File: src/rtl/fft32_pkg.sv
// Shared types, constants, twiddle ROM and helpers for the 32-point FFT sequencer.
package fft32_pkg;

    localparam int unsigned N_PTS = 32;
    localparam int unsigned LOG2N = 5;
    localparam int unsigned DW    = 32;

    typedef struct packed {
        logic signed [15:0] re;
        logic signed [15:0] im;
    } cplx_t;

    typedef enum logic [1:0] {
        ST_LOAD    = 2'd0,
        ST_COMPUTE = 2'd1,
        ST_UNLOAD  = 2'd2
    } state_t;

    // W32^k scaled by 1023: {round(1023*cos), round(-1023*sin)}
    localparam logic [DW-1:0] TW_ROM [16] = '{
        32'h03FF_0000, 32'h03EB_FF38, 32'h03B1_FE79, 32'h0353_FDC8,
        32'h02D3_FD2D, 32'h0238_FCAD, 32'h0187_FC4F, 32'h00C8_FC15,
        32'h0000_FC01, 32'hFF38_FC15, 32'hFE79_FC4F, 32'hFDC8_FCAD,
        32'hFD2D_FD2D, 32'hFCAD_FDC8, 32'hFC4F_FE79, 32'hFC15_FF38
    };

    // Reverse the five address bits
    function automatic logic [4:0] bitrev5(input logic [4:0] x);
        return {x[0], x[1], x[2], x[3], x[4]};
    endfunction

    // Halve both components, rounding toward -inf
    function automatic cplx_t half_scale(input cplx_t x);
        cplx_t r;
        r.re = x.re >>> 1;
        r.im = x.im >>> 1;
        return r;
    endfunction

endpackage

File: src/rtl/fft32_sequencer_if.sv
// Sample/bin streams and butterfly datapath connections of the FFT sequencer.
interface fft32_sequencer_if;
    import fft32_pkg::*;

    logic  in_valid;
    logic  in_ready;
    cplx_t in_data;
    logic  out_valid;
    logic  out_ready;
    cplx_t out_data;
    logic  out_last;
    cplx_t bf_a_t;
    cplx_t bf_b_t;
    cplx_t bf_w;
    cplx_t bf_a_f;
    cplx_t bf_b_f;

    modport slave (
        input  in_valid, in_data, out_ready, bf_a_f, bf_b_f,
        output in_ready, out_valid, out_data, out_last, bf_a_t, bf_b_t, bf_w
    );

    modport master (
        output in_valid, in_data, out_ready, bf_a_f, bf_b_f,
        input  in_ready, out_valid, out_data, out_last, bf_a_t, bf_b_t, bf_w
    );

endinterface

File: src/rtl/fft32_addr_gen.sv
// In-place radix-2 DIT addressing: butterfly operand indices and twiddle index.
module fft32_addr_gen (
    input  logic [2:0] s,
    input  logic [3:0] b,
    output logic [4:0] ia,
    output logic [4:0] ib,
    output logic [3:0] k
);

    logic [4:0] half;
    logic [4:0] pos;

    // Butterfly b of stage s pairs ia with ia+2^s; twiddle step grows as stages shrink
    always_comb begin
        half = 5'd1 << s;
        pos  = 5'(b) & (half - 5'd1);
        ia   = ((5'(b) >> s) << (s + 3'd1)) + pos;
        ib   = ia + half;
        k    = 4'(pos << (3'd4 - s));
    end

endmodule

File: src/rtl/fft32_sequencer.sv
// Frame controller for the 32-point FFT: bit-reversed load, 80-cycle in-place
// DIT schedule against an external combinational butterfly, natural-order unload.
// Build option FFT32_STAGE_SCALE_EN: halve butterfly results every stage (1/32 overall).
module fft32_sequencer
    import fft32_pkg::*;
(
    input  logic               clk,
    input  logic               reset_n,
    fft32_sequencer_if.slave   bus,
    output logic               busy,
    output logic               done
);

    state_t     state_q, state_d;
    logic [4:0] cnt_q, ocnt_q;
    logic [2:0] s_q;
    logic [3:0] b_q;
    logic [4:0] ia, ib;
    logic [3:0] k;
    cplx_t      mem [N_PTS];
    cplx_t      wr_a, wr_b;
    logic       load_fire, out_fire, last_bf;

    fft32_addr_gen u_addr_gen (
        .s  (s_q),
        .b  (b_q),
        .ia (ia),
        .ib (ib),
        .k  (k)
    );

    assign load_fire = bus.in_valid && (state_q == ST_LOAD);
    assign out_fire  = bus.out_ready && (state_q == ST_UNLOAD);
    assign last_bf   = (s_q == 3'(LOG2N - 1)) && (b_q == 4'd15);

`ifdef FFT32_STAGE_SCALE_EN
    assign wr_a = half_scale(bus.bf_a_f);
    assign wr_b = half_scale(bus.bf_b_f);
`else
    assign wr_a = bus.bf_a_f;
    assign wr_b = bus.bf_b_f;
`endif

    // State register
    always_ff @(posedge clk or negedge reset_n) begin
        if (!reset_n) state_q <= ST_LOAD;
        else          state_q <= state_d;
    end

    // Next-state decode
    always_comb begin
        state_d = state_q;
        unique case (state_q)
            ST_LOAD:    if (load_fire && (cnt_q == 5'(N_PTS - 1))) state_d = ST_COMPUTE;
            ST_COMPUTE: if (last_bf)                               state_d = ST_UNLOAD;
            ST_UNLOAD:  if (out_fire && (ocnt_q == 5'(N_PTS - 1))) state_d = ST_LOAD;
            default:                                               state_d = ST_LOAD;
        endcase
    end

    // Stream and butterfly outputs decoded from state
    always_comb begin
        bus.in_ready  = 1'b0;
        bus.out_valid = 1'b0;
        bus.out_last  = 1'b0;
        bus.out_data  = '0;
        bus.bf_a_t    = '0;
        bus.bf_b_t    = '0;
        bus.bf_w      = TW_ROM[0];
        busy          = 1'b0;
        unique case (state_q)
            ST_LOAD: bus.in_ready = 1'b1;
            ST_COMPUTE: begin
                busy       = 1'b1;
                bus.bf_a_t = mem[ia];
                bus.bf_b_t = mem[ib];
                bus.bf_w   = TW_ROM[k];
            end
            ST_UNLOAD: begin
                bus.out_valid = 1'b1;
                bus.out_data  = mem[ocnt_q];
                bus.out_last  = (ocnt_q == 5'(N_PTS - 1));
            end
            default: ;
        endcase
    end

    // Load, butterfly and unload counters plus the end-of-compute pulse
    always_ff @(posedge clk or negedge reset_n) begin
        if (!reset_n) begin
            cnt_q  <= '0;
            ocnt_q <= '0;
            s_q    <= '0;
            b_q    <= '0;
            done   <= 1'b0;
        end else begin
            done <= 1'b0;
            if (load_fire) cnt_q <= cnt_q + 5'd1;
            if (state_q == ST_COMPUTE) begin
                b_q  <= b_q + 4'd1;
                done <= last_bf;
                if (b_q == 4'd15) s_q <= last_bf ? 3'd0 : s_q + 3'd1;
            end
            if (out_fire) ocnt_q <= ocnt_q + 5'd1;
        end
    end

    // Sample store (bit-reversed) and in-place butterfly writeback; contents not reset
    always_ff @(posedge clk) begin
        if (load_fire) begin
            mem[bitrev5(cnt_q)] <= bus.in_data;
        end else if (state_q == ST_COMPUTE) begin
            mem[ia] <= wr_a;
            mem[ib] <= wr_b;
        end
    end

endmodule

File: src/flat_wrapper.sv
// flat-port wrapper written by rule: the top's interface ports become plain ports
module fft32_sequencer_flat import fft32_pkg::*;
  (clk, reset_n, busy, done, bus_in_valid, bus_in_data, bus_out_ready, bus_bf_a_f, bus_bf_b_f, bus_in_ready, bus_out_valid, bus_out_data, bus_out_last, bus_bf_a_t, bus_bf_b_t, bus_bf_w);
  fft32_sequencer_if bus_i ();
  input  logic clk;
  input  logic reset_n;
  output logic busy;
  output logic done;
  input wire logic [$bits(bus_i.in_valid)-1:0] bus_in_valid;
  input wire logic [$bits(bus_i.in_data)-1:0] bus_in_data;
  input wire logic [$bits(bus_i.out_ready)-1:0] bus_out_ready;
  input wire logic [$bits(bus_i.bf_a_f)-1:0] bus_bf_a_f;
  input wire logic [$bits(bus_i.bf_b_f)-1:0] bus_bf_b_f;
  output wire logic [$bits(bus_i.in_ready)-1:0] bus_in_ready;
  output wire logic [$bits(bus_i.out_valid)-1:0] bus_out_valid;
  output wire logic [$bits(bus_i.out_data)-1:0] bus_out_data;
  output wire logic [$bits(bus_i.out_last)-1:0] bus_out_last;
  output wire logic [$bits(bus_i.bf_a_t)-1:0] bus_bf_a_t;
  output wire logic [$bits(bus_i.bf_b_t)-1:0] bus_bf_b_t;
  output wire logic [$bits(bus_i.bf_w)-1:0] bus_bf_w;
  assign bus_i.in_valid = bus_in_valid;
  assign bus_i.in_data = bus_in_data;
  assign bus_i.out_ready = bus_out_ready;
  assign bus_i.bf_a_f = bus_bf_a_f;
  assign bus_i.bf_b_f = bus_bf_b_f;
  assign bus_in_ready = bus_i.in_ready;
  assign bus_out_valid = bus_i.out_valid;
  assign bus_out_data = bus_i.out_data;
  assign bus_out_last = bus_i.out_last;
  assign bus_bf_a_t = bus_i.bf_a_t;
  assign bus_bf_b_t = bus_i.bf_b_t;
  assign bus_bf_w = bus_i.bf_w;
  fft32_sequencer u_core (.clk(clk), .reset_n(reset_n), .bus(bus_i), .busy(busy), .done(done));
endmodule
File: config.mk
export PLATFORM = sky130hd
export DESIGN_NAME = fft32_sequencer_flat
export DESIGN_NICKNAME = d
export VERILOG_FILES = /design/src/rtl/fft32_pkg.sv /design/src/rtl/fft32_sequencer_if.sv /design/src/rtl/fft32_addr_gen.sv /design/src/rtl/fft32_sequencer.sv /design/src/flat_wrapper.sv
export SDC_FILE = /design/constraint.sdc
export NUM_CORES = 2
export LEC_CHECK = 0
export CELL_PAD_IN_SITES_DETAIL_PLACEMENT = 0
export CELL_PAD_IN_SITES_GLOBAL_PLACEMENT = 1
export CORE_ASPECT_RATIO = 0.75
export CORE_UTILIZATION = 49
export DETAILED_ROUTE_END_ITERATION = 7
export PLACE_DENSITY = 0.82
export SETUP_SLACK_MARGIN = 0.1
export SYNTH_ARGS = -nofsm -noshare
export SYNTH_HDL_FRONTEND = slang
export SYNTH_SLANG_ARGS = --single-unit
File: constraint.sdc
create_clock -name clk -period 6.9 [get_ports clk]
set_clock_uncertainty 0.15 [all_clocks]
set_input_delay 1.035 -clock clk [delete_from_list [all_inputs] [get_ports clk]]
set_output_delay 1.035 -clock clk [all_outputs]
set_load 0.005 [all_outputs]
==> results.md <==
- Outcome: finished, final reports clean
- Critical path peak fanout: 6
- Slowest library cell on the worst path: fa_4
- Clk network pwr share: 32.9%
- Critical R2R Capture: u_core.mem[22][21]
- Clock insertion delay at the later pin of the skew report: 0.78 ns
- Final setup violating endpoints: 0
- Top-count cell post-synth: edfxtp_1
- Element type at the critical path end: primary output
- Worst relative slew slack: 13.26%
- Fraction of layout instances using a drive strength above 1: 52.12%
- Cell chain of the critical path: buf_6 -> ha_4 -> ha_4 -> nand2b_4 -> nor4_4 -> ha_4 -> fa_4 -> inv_4 -> fa_4 -> buf_12 -> buf_12 -> buf_16 -> buf_6 -> mux4_2 -> mux4_2 -> mux2i_2 -> buf_4 -> nor2_2 -> buf_2
- Kind of path behind the tightest hold check: register to register
- Commonest cells in the netlist: edfxtp_1 (1024), mux2_2 (940), mux4_2 (886)
- GRT met1 Usage: 48.63%
- Congestion Overflow GR: 0
- Top cell type by total area after synthesis: edfxtp_1
- Std-Cell Rows: 120
- Cts bufs inserted: 108
- Minimum period implied by the final worst setup slack: 6.895 ns
- Worst VDD drop: 0.2220 mV
- TritonCTS clock tree: yes
- Slew at the pin closest to its max-slew limit: 1.298 ns
- Post-detail-place hpwl: 157400 um
- Number of H-tree branching levels: 3
- CP Buf/Inv Count: 8
- Wire per inst: 40.22 um
- Cell Int Power: 13.70 mW
- Most repeated library cell on the critical path: ha_4
- Ys flop type: edfxtp_1
- DRC violation count after routing: 0
- GR Util met3: between 10% and 20%
- Hold violation count in the final report: 0
- Share of the synthesized area in the top cell type: 43.13%
- Starting utilization of the core area: roughly half
- Non-filler instance count after layout: 6767
- Overall routing resource usage: 36.21%
- Max-slew violation total from the final report: 0
- Max Root-Sink Buffers: 3
- Cell types occupying the most area after synthesis: edfxtp_1 (43%), mux4_2 (28%), mux2_2 (15%)
- Proportion of synthesized chip area in sequential cells: 43.83%
- Part of the total power dissipated in combinational logic: between 20 and 30%
- Peak per-stage delay on the critical path: 0.85 ns
- Number of synthesis warnings: 0
- Synth Cell Area: 71300 um^2
- Crit. path cell count: 19
- P_leak: 27.45 nW
- Setup Total Neg Slack: 0 ns
- Num ports: around 230
- Family with the most delay on the worst path: adder cells
- MaxCap Viol Count: 0
- Depth of the worst register-to-register path: 19
- Origin of the worst setup path: u_core.s_q[0]
- Post-synthesis instance total: between 4000 and 5000
- Post-synthesis to final-layout area growth: 16.59%
- Count of buffers from port buffering: approximately 230
- Worst-path clk slew: 0.07 ns
- Fraction of the cycle the final worst path needs: between 90 and 100%
- Busiest layer in global routing: met2
- Worst setup slack after layout: 0.005100 ns
- Register-to-Register Setup Slack: 0.65 ns
- Beginning of the worst register-to-register path: u_core.s_q[0]
- Type of element launching the critical path: register
- Avg Vias per Cell: ~7.7
- Maximum number of pins on one net before global-route repair: between 100 and 150
- Number of synthesized register bits: 1044
- Post-Place Cells: between 6000 and 7000
- Number of unique standard cell types used by synthesis: 68
- Mapped Avg Cell Area: ~15 um^2
- Total clock sinks: 1044
- Setup slack at placement: -0.2719 ns
- Width of the die: 442.5 um
- NetSw: 5.707 mW
- Share of async-settable or async-resettable flops after synthesis: 1.916%
- Unrepaired setup endpoints after global routing: true
- Global Route met2 Usage: 50.65%
- Data arrival time of the worst path: 5.71 ns
- Setup crit end: bus_bf_b_t[18]
- Final weighted congestion in routability-driven placement: 0.9201
- Net switching share of the total power: 29.41%
- Via count of the first global-routing pass: 50093
- Number of vias in the routed layout: 52042
- Flop pwr share: 38.9%
- Total detailed-routing wirelength: 272100 um
- Detailed router's first-iteration violation count: 8994
- Maximum clock frequency: 145.0 MHz
- Critical setup path kind: register to primary output
- Layout Nets: 4911
- Required time at the endpoint of the critical path: 5.71 ns
- Area of the die: 147100 um^2
- Wire length of the first global-routing pass: 379700 um
- Number of flops mapped to enable cells by yosys: 1024
- Net count after synthesis: 4823
- Routed Antenna Nets: 0
- Initial antenna violation count: 9
- Die Y: 332.4 um
- Power density over cell area: 233.5 nW/um^2
- Core Footprint: roughly 140000 um^2
- Clock tree root buffer cell: clkbuf_16
- Number of search-and-repair iterations in the first detailed-routing pass: 6
-- layer usage --
metal,wire length (um),vias to the layer above,part of all wire (%)
met5,85,-,0.031
met4,15850,6,5.8
met3,48430,968,18
met2,114100,5489,42
met1,93720,26310,34
li1,-,19269,-
-- repair_timing --
action | 4_1_cts | 5_1_grt
endpoints found under the setup margin | 64 | 59
pin swaps | 17 | 10
hold buffers | 0 | 0
gates cloned | 20 | 7
buffers inserted | 66 | 14
resized for setup | 235 | 59
-- through the flow --
step	power [mW]	area, um^2	hold WS (ns)	utilization, %
floorplan	11.04	71310	0.3292	-
global placement	13.03	77220	0.3530	53.80
detailed placement	13.06	77220	0.3516	53.80
CTS	19.31	82710	0.3734	57.62
global route	19.82	83120	0.3956	57.91
finish	19.41	83130	0.3771	57.91
-- power by group through the flow --
stage               Sequential (mW)  Combinational (mW)  Clock [mW]
floorplan                      7.26                3.79           0
global placement               7.65                5.38           0
detailed placement             7.65                5.41           0
CTS                            7.51                5.44        6.36
global route                   7.54                5.70        6.57
finish                         7.55                5.48        6.38
-- worst min path at each step --
| stage | end | slack [ns] | cells after the start | start |
|---|---|---|---|---|
| after floorplan | u_core.cnt_q[3] | 0.33 | 1 | u_core.cnt_q[3] |
| after global placement | u_core.s_q[1] | 0.35 | 2 | u_core.s_q[1] |
| after detailed placement | u_core.s_q[1] | 0.35 | 2 | u_core.s_q[1] |
| after CTS | u_core.cnt_q[3] | 0.37 | 1 | u_core.cnt_q[3] |
| after global routing | u_core.cnt_q[3] | 0.40 | 1 | u_core.cnt_q[3] |
| final | u_core.cnt_q[3] | 0.38 | 1 | u_core.cnt_q[3] |
-- state kept, by name (all words and copies together), names as in the netlist --
name	flops
u_core.b_q	4
u_core.cnt_q	5
u_core.done	1
u_core.mem	1024
u_core.ocnt_q	5
u_core.s_q	3
u_core.state_q	2
-- cells in the final DEF (no fill, tap or decap), drive strengths merged, types with 63 or more instances in the layout --
| master | instances |
|---|---|
| a21oi | 63 |
| clkdlybuf4s50 | 200 |
| buf | 375 |
| mux4 | 886 |
| edfxtp | 1024 |
| mux2 | 1029 |
| nor2 | 99 |
| clkbuf | 143 |
| nand3 | 212 |
| nand2 | 417 |
| mux2i | 66 |
-- cell families (layout without fill, tap and decap cells) --
kind of cell | Yosys count | count (layout) | share of synthesized area [%]
other | 0 | 5 | 0
DFF | 1044 | 1044 | 43.83
xor gates and xnor gates | 20 | 20 | 0.2457
muxes | 1981 | 1981 | 45.16
adders and majority gates | 31 | 31 | 0.5651
buffers and inverters | 633 | 812 | 3.622
AOI/OAI and AO/OA | 177 | 177 | 1.558
and+or+nand+nor | 806 | 806 | 5.017
-- final cells by class --
class / instances / area, um^2
fillers: 10817 / 60410
multi-input cells: 3015 / 38610
flip-flops and latches: 1044 / 31270
repair buffers: 588 / 7036
clock buffers: 133 / 2839
well taps: 1891 / 2366
clock inverters: 68 / 888.4
inverters: 23 / 102.6
diodes: 5 / 12.51
No activity file was read; power rests on OpenSTA's default activity.
